--- config.mk ---
export PLATFORM = sky130hd
export DESIGN_NAME = game_referee
export DESIGN_NICKNAME = d
export VERILOG_FILES = /design/src/rtl/game_referee.sv
export SDC_FILE = /design/constraint.sdc
export NUM_CORES = 1
export LEC_CHECK = 0
export ABC_AREA = 1
export CAP_MARGIN = 25
export CORE_AREA = 2 2 53 55
export DETAILED_ROUTE_END_ITERATION = 7
export DIE_AREA = 0 0 55 57
export DONT_BUFFER_PORTS = 1
export GPL_ROUTABILITY_DRIVEN = 0
export PLACE_DENSITY = 0.7
export SYNTH_ARGS = -nofsm -noshare
export SYNTH_HDL_FRONTEND = slang
export SYNTH_SLANG_ARGS = --single-unit
--- constraint.sdc ---
create_clock -name clk -period 1.75 [get_ports clk]
set_input_delay 0.35 -clock clk [delete_from_list [all_inputs] [get_ports clk]]
set_output_delay 0.35 -clock clk [all_outputs]
set_load 0.005 [all_outputs]
--- src/rtl/game_referee.sv ---
// game_referee: match controller that sequences main_counter through
// load/run/end, scores rising edges of its winner/loser flags and declares
// game over when either score reaches WIN_LIMIT.
module game_referee #(
    parameter int unsigned WIN_LIMIT = 15,
    parameter int unsigned SCORE_W   = 4
) (
    input  logic               clk,
    input  logic               rst,
    input  logic               start,
    input  logic [1:0]         mode_sel,
    input  logic [3:0]         seed,
    input  logic               winner,
    input  logic               loser,
    output logic               init,
    output logic [3:0]         initial_val,
    output logic [1:0]         control,
    output logic [SCORE_W-1:0] win_count,
    output logic [SCORE_W-1:0] lose_count,
    output logic [1:0]         who,
    output logic               gameover,
    output logic               busy
);

    localparam logic [1:0] StIdle = 2'd0;
    localparam logic [1:0] StLoad = 2'd1;
    localparam logic [1:0] StRun  = 2'd2;
    localparam logic [1:0] StOver = 2'd3;

    localparam logic [SCORE_W-1:0] Limit = SCORE_W'(WIN_LIMIT);

    logic [1:0]         state_q, state_d;
    logic               init_q, init_d;
    logic [3:0]         initial_val_q, initial_val_d;
    logic [1:0]         control_q, control_d;
    logic [SCORE_W-1:0] win_count_q, win_count_d;
    logic [SCORE_W-1:0] lose_count_q, lose_count_d;
    logic [1:0]         who_q, who_d;
    logic               gameover_q, gameover_d;
    logic               busy_q, busy_d;
    logic               winner_q, loser_q;

    logic               win_rise, lose_rise;
    logic               win_hit, lose_hit;

    // Rising-edge events on the counter flags
    always_comb begin
        win_rise  = winner & ~winner_q;
        lose_rise = loser & ~loser_q;
    end

    // Next-state and registered-output computation
    always_comb begin
        state_d       = state_q;
        init_d        = 1'b0;
        initial_val_d = initial_val_q;
        control_d     = control_q;
        win_count_d   = win_count_q;
        lose_count_d  = lose_count_q;
        who_d         = who_q;
        gameover_d    = gameover_q;
        busy_d        = busy_q;
        win_hit       = 1'b0;
        lose_hit      = 1'b0;

        case (state_q)
            StIdle, StOver: begin
                // Results stay frozen until LOAD clears them
                if (start) begin
                    control_d     = mode_sel;
                    initial_val_d = seed;
                    init_d        = 1'b1;
                    busy_d        = 1'b1;
                    state_d       = StLoad;
                end
            end
            StLoad: begin
                win_count_d  = '0;
                lose_count_d = '0;
                who_d        = 2'b00;
                gameover_d   = 1'b0;
                state_d      = StRun;
            end
            StRun: begin
                win_count_d  = win_count_q + SCORE_W'(win_rise);
                lose_count_d = lose_count_q + SCORE_W'(lose_rise);
                win_hit      = (win_count_d == Limit);
                lose_hit     = (lose_count_d == Limit);
                if (win_hit || lose_hit) begin
                    who_d      = {lose_hit, win_hit};
                    gameover_d = 1'b1;
                    busy_d     = 1'b0;
                    state_d    = StOver;
                end
            end
            default: begin
                state_d = StIdle;
                busy_d  = 1'b0;
            end
        endcase
    end

    // State and output registers; reset discards any game in progress
    always_ff @(posedge clk or posedge rst) begin
        if (rst) begin
            state_q       <= StIdle;
            init_q        <= 1'b0;
            initial_val_q <= 4'd0;
            control_q     <= 2'd0;
            win_count_q   <= '0;
            lose_count_q  <= '0;
            who_q         <= 2'b00;
            gameover_q    <= 1'b0;
            busy_q        <= 1'b0;
            winner_q      <= 1'b0;
            loser_q       <= 1'b0;
        end else begin
            state_q       <= state_d;
            init_q        <= init_d;
            initial_val_q <= initial_val_d;
            control_q     <= control_d;
            win_count_q   <= win_count_d;
            lose_count_q  <= lose_count_d;
            who_q         <= who_d;
            gameover_q    <= gameover_d;
            busy_q        <= busy_d;
            winner_q      <= winner;
            loser_q       <= loser;
        end
    end

    // Drive ports straight from registers
    always_comb begin
        init        = init_q;
        initial_val = initial_val_q;
        control     = control_q;
        win_count   = win_count_q;
        lose_count  = lose_count_q;
        who         = who_q;
        gameover    = gameover_q;
        busy        = busy_q;
    end

endmodule

==> flow_summary_export.csv, run 1 <==
group,metric,value,unit
status,status,"finished, final reports clean",
cts,cts_setup_buffers,0,
layout,n_fill_cell,261,
grt,antenna_found_initial,0,
timing,fin_crit_sh,0.934,
die,fp.dieW,55,um
die,io_pins,30,
synth,ys_types,18,
die,start_util,0.422,
synth,syn_area,1100,um^2
grt,overflow,0,
power_and_ir_drop,pwr-share-clk,0.140,
timing,fin_skew,0.00712,ns
power_and_ir_drop,ir_drop,0.897,mV
routing,dr.first_iter.drc_count,16,
setup_path,critPathArrivalTime,1.84,ns
die,rows,19,
power_and_ir_drop,p_total,1730,uW
cts,cts_tree,"built",
layout,n_antenna_cell,0,
timing,fmax,612,MHz
setup_path,cp_top_family,"simple AND/OR/NAND/NOR gates",
run,cap_violations,0,
grt,track_usage,0.146,
timing,maxSlewHeadroom,0.806,
power_and_ir_drop,power_density,1440,nW/um^2
setup_path,critPathMaxStageDelay,0.43,ns
setup_path,crit_top_cell,"nand2_1",
setup_path,crit_end,"who[1]$_DFFE_PP0P_",
routing,via_per_inst,5.10,
setup_path,critPathMaxFanout,5,
placed_design,dp_hpwl,1.54,mm
routing,vias,801,
setup_path,crit_type,"reg -> reg",
routing,drt-total-wl,2.05,mm
cts,root_buffer,"clkbuf_4",
cts,numCtsBuffers,3,
cts,cts_max_path_buffers,2,
setup_path,rr_endpoint,"who[1]$_DFFE_PP0P_",
synth,ys_seq_area_frac,0.522,
layout,fin_area,1200,um^2
cts,clk_latency,0.30,ns
synth,synth-seq-cells,23,
power_and_ir_drop,p_int,1020,uW
routing,wl_per_cell,13.0,um
layout,drive_above_1_share,0.206,
min_path,hold_path.class,"in -> reg",
setup_path,r2r_slack,0.12,ns
setup_path,crit_buf_inv,0,
layout,areaGrowthSynthToFinish,8.63,%
cts,path_clk_slew,0.13,ns
die,coreArea,2620,um^2
setup_path,worstPathCellList,"ha_2, ha_1, nand2_1, nor2_4, nand2_2, nand3_4, nand2_4, nand2_1, nand2_1",
synth,syn_inst,119,
power_and_ir_drop,power_frac_comb,0.406,
setup_path,worstPathRequired,1.96,ns
placed_design,placed_cell_area,1160,um^2
power_and_ir_drop,p_sw,711,uW
routing,drc,0,
layout,nets,144,
timing,hold_viol,0,
grt,grt_pass1_vias,794,
timing,drv_slew,0,
routing,postRouteAntennaNets,0,
die,die_y,57,um
setup_path,startpoint,"win_count[0]$_DFFE_PP0P_",
cts,htreeDepth,1,
synth,syn_avg_cell_area,9.26,um^2
setup_path,worstReg2RegStart,"win_count[0]$_DFFE_PP0P_",
setup_path,startpoint_type,"flop",
placed_design,portBuffers,0,
power_and_ir_drop,swShare,0.411,
timing,worst_pin_slew,0.291,ns
timing,setup_viol,0,
setup_path,r2r_cells,9,
synth,yosys_warnings,0,
setup_path,end_kind,"flop",
setup_path,cp.depth,9,
grt,grt_max_degree,24,
setup_path,critical_path.slowest_cell,"dfrtp_1",
timing,min_period,1.63,ns
synth,syn_nets,136,
power_and_ir_drop,sequentialPowerShare,0.455,
cts,cts.sinks,23,
die,dieArea,3140,um^2
routing,first_pass_iters,4,
grt,grt_pass1_wl,3.31,mm
power_and_ir_drop,leakage,0.000631,uW
-- flip-flops by register name, indices dropped and copies added (netlist names) --
| name | count |
|---|---|
| control | 2 |
| winner_q | 1 |
| gameover | 1 |
| loser_q | 1 |
| state_q | 2 |
| win_count | 4 |
| initial_val | 4 |
| lose_count | 4 |
| who | 2 |
| busy | 1 |
| init | 1 |
-- metrics by stage --
step | utilization | setup WS, ns | hold WS (ns) | TNS (ns) | instances
3_3_place_gp | 0.442 | 0.117 | 0.297 | 0 | 152
3_5_place_dp | 0.442 | 0.0955 | 0.299 | 0 | 152
2_1_floorplan | - | 0.208 | 0.352 | 0 | 119
4_1_cts | 0.456 | 0.0697 | 0.0541 | 0 | 157
5_1_grt | 0.458 | -0.00391 | 0.0301 | -0.00391 | 157
6_report | 0.458 | 0.116 | 0.0550 | 0 | 157
-- synth_stat cells (all sizes together) --
library cell | instances | area share
or2 | 1 | 0.0079
nand3b | 1 | 0.0068
o22ai | 2 | 0.011
ha | 6 | 0.068
inv | 16 | 0.054
nand3 | 6 | 0.039
dfrtp | 23 | 0.52
a21oi | 1 | 0.0079
nand4 | 2 | 0.011
o21ai | 2 | 0.0091
nor2 | 4 | 0.027
a22o | 4 | 0.032
nand2 | 51 | 0.20
-- repair_timing --
| action | in CTS | in global routing |
|---|---|---|
| endpoints found under the setup margin | 0 | 5 |
| gates resized for setup | 0 | 2 |
| hold buffers | 1 | 0 |
| hold endpoints to repair | 23 | 0 |
-- metal layers --
layer  share of wire  global-route usage
met1            0.43               0.175
met2            0.47               0.236
met3           0.086              0.0524
met4           0.012              0.0523
met5               0                   0
-- placed cells by master, fill, tap and decap left out --
cell type       n
o21ai_0         2
clkbuf_4        3
nand2_4         2
dfrtp_1        23
nor2_1          2
inv_2           5
nand3_4         1
ha_1            4
a21oi_2         1
nand3b_1        1
or2_4           1
clkbuf_1        1
nand3_1         5
nor2_4          2
o22ai_1         2
nand2_1        42
nand4_1         2
a22o_1          4
nand2_2         7
inv_1          11
buf_4           2
dlygate4sd3_1   1
ha_2            2
-- cell type report --
type	instances	area, um^2	area share
Clock buffer	4	26.3	0.0219
Inverter	16	60.1	0.0502
Multi-Input combinational cell	80	472	0.394
Sequential cell	23	576	0.481
Tap cell	31	38.8	0.0324
Timing Repair Buffer	3	25.0	0.0209
-- worst min-delay path by stage --
stage	start	endpoint	slack [ns]	cells past startpoint
after floorplan	rst	busy$_DFFE_PP0P_	0.35	1
after global placement	rst	winner_q$_DFF_PP0_	0.30	2
after detailed placement	rst	win_count[0]$_DFFE_PP0P_	0.30	2
after CTS	winner	winner_q$_DFF_PP0_	0.05	0
after global routing	loser	loser_q$_DFF_PP0_	0.03	0
final	winner	winner_q$_DFF_PP0_	0.05	0
-- power groups by stage --
stage,clock network [uW],registers (uW),logic [uW]
finish,241,785,701
global route,272,808,796
CTS,242,788,709
detailed placement,0,791,704
global placement,0,794,667
floorplan,0,767,534
-- kinds of logic (layout without fill, tap and decap cells) --
family / count (synthesis) / in the layout / synth area share
and+or+nand+nor: 65 / 65 / 0.295
DFF: 23 / 23 / 0.522
buffers and inverters: 16 / 23 / 0.0545
AOI/OAI and AO/OA: 9 / 9 / 0.0602
adders and majority gates: 6 / 6 / 0.0681
(Power assumes the default switching activity.)
==> inputs of run 2 (changes only) <==
--- a/config.mk
+++ b/config.mk
@@ -12,6 +12,7 @@
 export DIE_AREA = 0 0 55 57
 export DONT_BUFFER_PORTS = 1
 export GPL_ROUTABILITY_DRIVEN = 0
+export GPL_TIMING_DRIVEN = 0
 export PLACE_DENSITY = 0.7
 export SYNTH_ARGS = -nofsm -noshare
 export SYNTH_HDL_FRONTEND = slang
==> flow_summary_export.csv, run 2 (synthesis results as in run 1) <==
group,metric,value,unit
status,status,"finished, final reports clean",
placed_design,placed_cell_area,1140,um^2
die,die_y,57,um
min_path,min_path_cells,0,
die,io_pins,30,
min_path,hold-path-endpoint,"winner_q$_DFF_PP0_",
routing,first_pass_iters,4,
timing,setup_viol,0,
layout,areaGrowthSynthToFinish,8.51,%
die,coreArea,2620,um^2
routing,drc,0,
die,start_util,0.422,
power_and_ir_drop,ir_drop,0.870,mV
layout,multiInputGateArea,487,um^2
layout,final_cell_mix,"nand2_1 (42), dfrtp_1 (23), inv_1 (11)",
power_and_ir_drop,leakage,0.000622,uW
timing,fmax,625,MHz
timing,min_period,1.60,ns
die,rows,19,
min_path,hp-start,"winner",
setup_path,critical_path.slowest_cell,"dfrtp_1",
timing,rsz0062_at_grt,"false",
routing,vias,781,
layout,final_common_cell,"nand2_1",
cts,ctsHoldBuffers,0,
layout,postLayoutCoreUtil,0.457,
setup_path,startpoint_type,"flop",
power_and_ir_drop,power_density,1410,nW/um^2
grt,grt_max_degree,24,
timing,drv_slew,0,
cts,htreeDepth,1,
grt,antenna_found_initial,0,
timing,hold_viol,0,
layout,register_area,576,um^2
cts,cts_tree,"built",
layout,fin_area,1200,um^2
layout,n_antenna_cell,0,
setup_path,crit_top_cell,"nand2_1",
setup_path,worstPathCellList,"ha_2, ha_1, nand2_1, nor2_4, nand2_2, nand3_4, nand2_4, nand2_1, nand2_1",
setup_path,critPathArrivalTime,1.82,ns
cts,cts_max_path_buffers,2,
setup_path,rr_endpoint,"who[0]$_DFFE_PP0P_",
timing,setup_tns,0,ns
cts,root_buffer,"clkbuf_4",
routing,postRouteAntennaNets,0,
cts,numCtsBuffers,3,
cts,clk_latency,0.31,ns
timing,worst_pin_slew,0.832,ns
grt,grt_pass1_vias,802,
timing,fin_crit_sh,0.914,
timing,maxSlewHeadroom,0.445,
setup_path,worstPathRequired,1.97,ns
grt,overflow,0,
layout,nets,142,
min_path,hold_path.class,"in -> reg",
grt,grt_pass1_wl,3.39,mm
cts,path_clk_slew,0.12,ns
placed_design,dp_hpwl,1.51,mm
routing,dr.first_iter.drc_count,7,
placed_design,portBuffers,0,
die,fp.dieW,55,um
setup_path,r2r_cells,9,
routing,drt-total-wl,1.97,mm
run,cap_violations,0,
cts,cts.sinks,23,
layout,drive_above_1_share,0.226,
setup_path,critPathMaxFanout,5,
routing,via_per_inst,5.04,
setup_path,critPathMaxStageDelay,0.43,ns
routing,wl_per_cell,12.7,um
die,dieArea,3140,um^2
setup_path,worstReg2RegStart,"win_count[0]$_DFFE_PP0P_",
grt,track_usage,0.153,
setup_path,end_kind,"flop",
timing,fin_skew,0.00183,ns
setup_path,crit_type,"reg -> reg",
setup_path,r2r_slack,0.15,ns
layout,n_fill_cell,265,
==> run 2: cell count changes in the layout (fill, tap and decap cells not counted) <==
cell,previous run,this run
clkbuf_1,1,0
nor2_1,2,1
nor2_2,0,1
ha_1,4,3
ha_4,0,1
dlygate4sd3_1,1,0
clkinv_2,0,1
buf_4,2,1
==> run 2: metrics by stage <==
| step | hold slack (ns) | worst slack (ns) | cells | total power [uW] |
|---|---|---|---|---|
| 4_1_cts | 0.0337 | 0.0633 | 154 | 1710 |
| 3_3_place_gp | 0.382 | 0.115 | 150 | 1430 |
| 3_5_place_dp | 0.382 | 0.0894 | 150 | 1460 |
| 6_report | 0.0467 | 0.150 | 155 | 1690 |
| 2_1_floorplan | 0.352 | 0.208 | 119 | 1300 |
| 5_1_grt | 0.0152 | 0.0110 | 155 | 1870 |
==> run 2: critical path, delay by kind of cell (launching register included) <==
kind | cells | cell delay, ns
flip-flops | 1 | 0.43
AND/OR/NAND/NOR | 7 | 0.57
adder cells (fa/ha/maj) | 2 | 0.50
==> run 2: worst max-delay path by stage <==
stage / from / endpoint / slack [ns]
6_report: win_count[0]$_DFFE_PP0P_ / who[0]$_DFFE_PP0P_ / 0.15
5_1_grt: win_count[0]$_DFFE_PP0P_ / state_q[1]$_DFFE_PP0P_ / 0.01
4_1_cts: lose_count[0]$_DFFE_PP0P_ / who[0]$_DFFE_PP0P_ / 0.06
3_5_place_dp: win_count[0]$_DFFE_PP0P_ / gameover$_DFFE_PP0P_ / 0.09
3_3_place_gp: win_count[0]$_DFFE_PP0P_ / gameover$_DFFE_PP0P_ / 0.11
2_1_floorplan: win_count[0]$_DFFE_PP0P_ / gameover$_DFFE_PP0P_ / 0.21
==> run 2: routing by layer <==
layer | global-route usage | routed length (um)
met4 | 0.0627 | 37
met1 | 0.175 | 797
met3 | 0.0681 | 172
met5 | 0 | 0
met2 | 0.243 | 957
==> run 2: cell type report <==
| cell class | count | share of cell area |
|---|---|---|
| clock buffer | 3 | 0.0188 |
| sequential | 23 | 0.481 |
| clock inverter | 1 | 0.00418 |
| inverter | 16 | 0.0502 |
| timing repair buffer | 1 | 0.00628 |
| multi-input combinational | 80 | 0.407 |
| tap | 31 | 0.0324 |
==> run 2: report_power, final <==
part           internal (uW)  total (uW)  switching, uW  leakage [uW]
sequential               672         785            114      0.000294
clock                   85.6         245            159     0.0000177
combinational            235         661            426      0.000310
==> run 2: timing repair <==
| action | in CTS | in global routing |
|---|---|---|
| buffers inserted | 0 | 1 |
| endpoints found under the setup margin | 0 | 5 |
| resized for setup | 0 | 5 |
==> inputs of run 3 (changes only) <==
--- a/config.mk
+++ b/config.mk
@@ -12,8 +12,8 @@
 export DIE_AREA = 0 0 55 57
 export DONT_BUFFER_PORTS = 1
 export GPL_ROUTABILITY_DRIVEN = 0
-export GPL_TIMING_DRIVEN = 0
 export PLACE_DENSITY = 0.7
+export SETUP_SLACK_MARGIN = 0.3
 export SYNTH_ARGS = -nofsm -noshare
 export SYNTH_HDL_FRONTEND = slang
 export SYNTH_SLANG_ARGS = --single-unit
==> flow_summary_export.csv, run 3 (synthesis results as in run 1) <==
group,metric,value,unit
routing,first_pass_iters,4,
grt,grt_max_degree,24,
timing,setup_viol,0,
setup_path,end_kind,"flop",
grt,track_usage,0.146,
timing,setup_tns,0,ns
setup_path,crit_type,"reg -> reg",
routing,vias,812,
run,cap_violations,0,
timing,rsz0062_at_grt,"true",
grt,antenna_found_initial,0,
die,dieArea,3140,um^2
routing,dr.first_iter.drc_count,12,
layout,final_common_cell,"nand2_1",
min_path,hold-path-endpoint,"loser_q$_DFF_PP0_",
min_path,hp-start,"loser",
power_and_ir_drop,leakage,0.000653,uW
timing,fmax,634,MHz
setup_path,rr_endpoint,"gameover$_DFFE_PP0P_",
grt,grt_pass1_vias,803,
die,rows,19,
setup_path,critPathMaxStageDelay,0.45,ns
layout,register_area,576,um^2
power_and_ir_drop,power_density,1390,nW/um^2
setup_path,startpoint_type,"flop",
min_path,min_path_cells,0,
die,io_pins,30,
setup_path,critPathArrivalTime,1.79,ns
die,coreArea,2620,um^2
timing,drv_slew,0,
setup_path,critPathMaxFanout,5,
cts,path_clk_slew,0.12,ns
power_and_ir_drop,p_total,1830,uW
layout,final_cell_mix,"nand2_1 (38), dfrtp_1 (23), nand2_2 (10)",
setup_path,r2r_cells,9,
die,fp.dieW,55,um
timing,maxSlewHeadroom,0.806,
status,status,"finished, final reports clean",
setup_path,worstPathCellList,"ha_4, ha_4, nand2_4, nor2_4, nand2_2, nand3_4, nand2_4, nand2_1, nand2_1",
cts,cts_tree,"built",
routing,drc,0,
die,die_y,57,um
routing,via_per_inst,5.11,
layout,nets,146,
layout,areaGrowthSynthToFinish,19.8,%
timing,min_period,1.58,ns
layout,multiInputGateArea,559,um^2
cts,cts.sinks,23,
die,start_util,0.422,
cts,root_buffer,"clkbuf_4",
timing,hold_slack,0.0572,ns
power_and_ir_drop,ir_drop,0.834,mV
timing,fin_crit_sh,0.902,
cts,clk_latency,0.30,ns
layout,n_fill_cell,244,
setup_path,r2r_slack,0.17,ns
timing,worst_pin_slew,0.291,ns
cts,htreeDepth,1,
min_path,hold_path.class,"in -> reg",
routing,wl_per_cell,13.1,um
routing,drt-total-wl,2.09,mm
timing,hold_viol,0,
layout,drive_above_1_share,0.320,
layout,n_antenna_cell,0,
grt,grt_pass1_wl,3.42,mm
cts,numCtsBuffers,3,
setup_path,cp_top_family,"simple AND/OR/NAND/NOR gates",
timing,fin_skew,0.00311,ns
placed_design,portBuffers,0,
layout,postLayoutCoreUtil,0.505,
routing,postRouteAntennaNets,0,
setup_path,crit_buf_inv,0,
cts,cts_max_path_buffers,2,
setup_path,worstPathRequired,1.96,ns
setup_path,critical_path.slowest_cell,"dfrtp_1",
setup_path,worstReg2RegStart,"lose_count[0]$_DFFE_PP0P_",
placed_design,dp_hpwl,1.57,mm
grt,overflow,0,
run 3: changes by cell type in the layout (fill, tap and decap cells not counted), moves of 2 or more:
cell and delta:
nand2_2 +3, buf_4 +3, inv_1 -4, inv_8 +2
nand2_1 -4, ha_4 +4, ha_2 -2, inv_4 +2
nor2_4 +2, ha_1 -2
run 3: per-layer routing:
metal / part of all wire / wire, um / up-vias / global-route usage
met5: 0 / 0 / - / 0
met3: 0.063 / 131 / 4 / 0.0419
met1: 0.43 / 888 / 383 / 0.186
met4: 0.017 / 36 / 0 / 0.0348
li1: - / - / 399 / -
met2: 0.49 / 1030 / 26 / 0.241
run 3: final cells by class:
| class | count | share of cell area |
|---|---|---|
| sequential | 23 | 0.436 |
| multi-input combinational | 80 | 0.424 |
| inverter | 16 | 0.0607 |
| timing repair buffer | 5 | 0.0303 |
| tap | 31 | 0.0294 |
| clock buffer | 4 | 0.0199 |
run 3: what timing repair did:
action,CTS,global route
pin swaps,6,4
hold endpoints to repair,23,0
hold buffers,1,0
gates cloned,0,0
setup buffers,3,0
gates resized for setup,4,4
setup endpoints to repair,18,18
run 3: worst max-delay path by stage:
stage / from / to / slack [ns] / depth (start not counted)
after floorplan: loser_q$_DFF_PP0_ / gameover$_DFFE_PP0P_ / 0.29 / 12
after global placement: winner_q$_DFF_PP0_ / state_q[1]$_DFFE_PP0P_ / 0.21 / 12
after detailed placement: loser_q$_DFF_PP0_ / gameover$_DFFE_PP0P_ / 0.18 / 12
after CTS: lose_count[0]$_DFFE_PP0P_ / state_q[1]$_DFFE_PP0P_ / 0.20 / 9
after global routing: loser_q$_DFF_PP0_ / who[0]$_DFFE_PP0P_ / 0.09 / 12
final: lose_count[0]$_DFFE_PP0P_ / gameover$_DFFE_PP0P_ / 0.17 / 9
run 3: stage by stage:
step | setup slack, ns | std cells | instance area [um^2]
after global placement | 0.213 | 151 | 1220
after detailed placement | 0.176 | 151 | 1220
final | 0.172 | 159 | 1320
after floorplan | 0.295 | 119 | 1180
after CTS | 0.198 | 159 | 1300
after global routing | 0.0905 | 159 | 1320
run 3: worst reg2reg max path, stage by stage, from the launching register on:
cell and delay, ns:
dfrtp_1 0.45, ha_4 0.19, ha_4 0.28, nand2_4 0.05, nor2_4 0.11, nand2_2 0.08
nand3_4 0.13, nand2_4 0.08, nand2_1 0.06, nand2_1 0.05
run 3: report_power, final:
part           internal [uW]  total (uW)  switching [uW]
Combinational            313         782             469
Sequential               671         803             132
Clock                   88.8         244             155
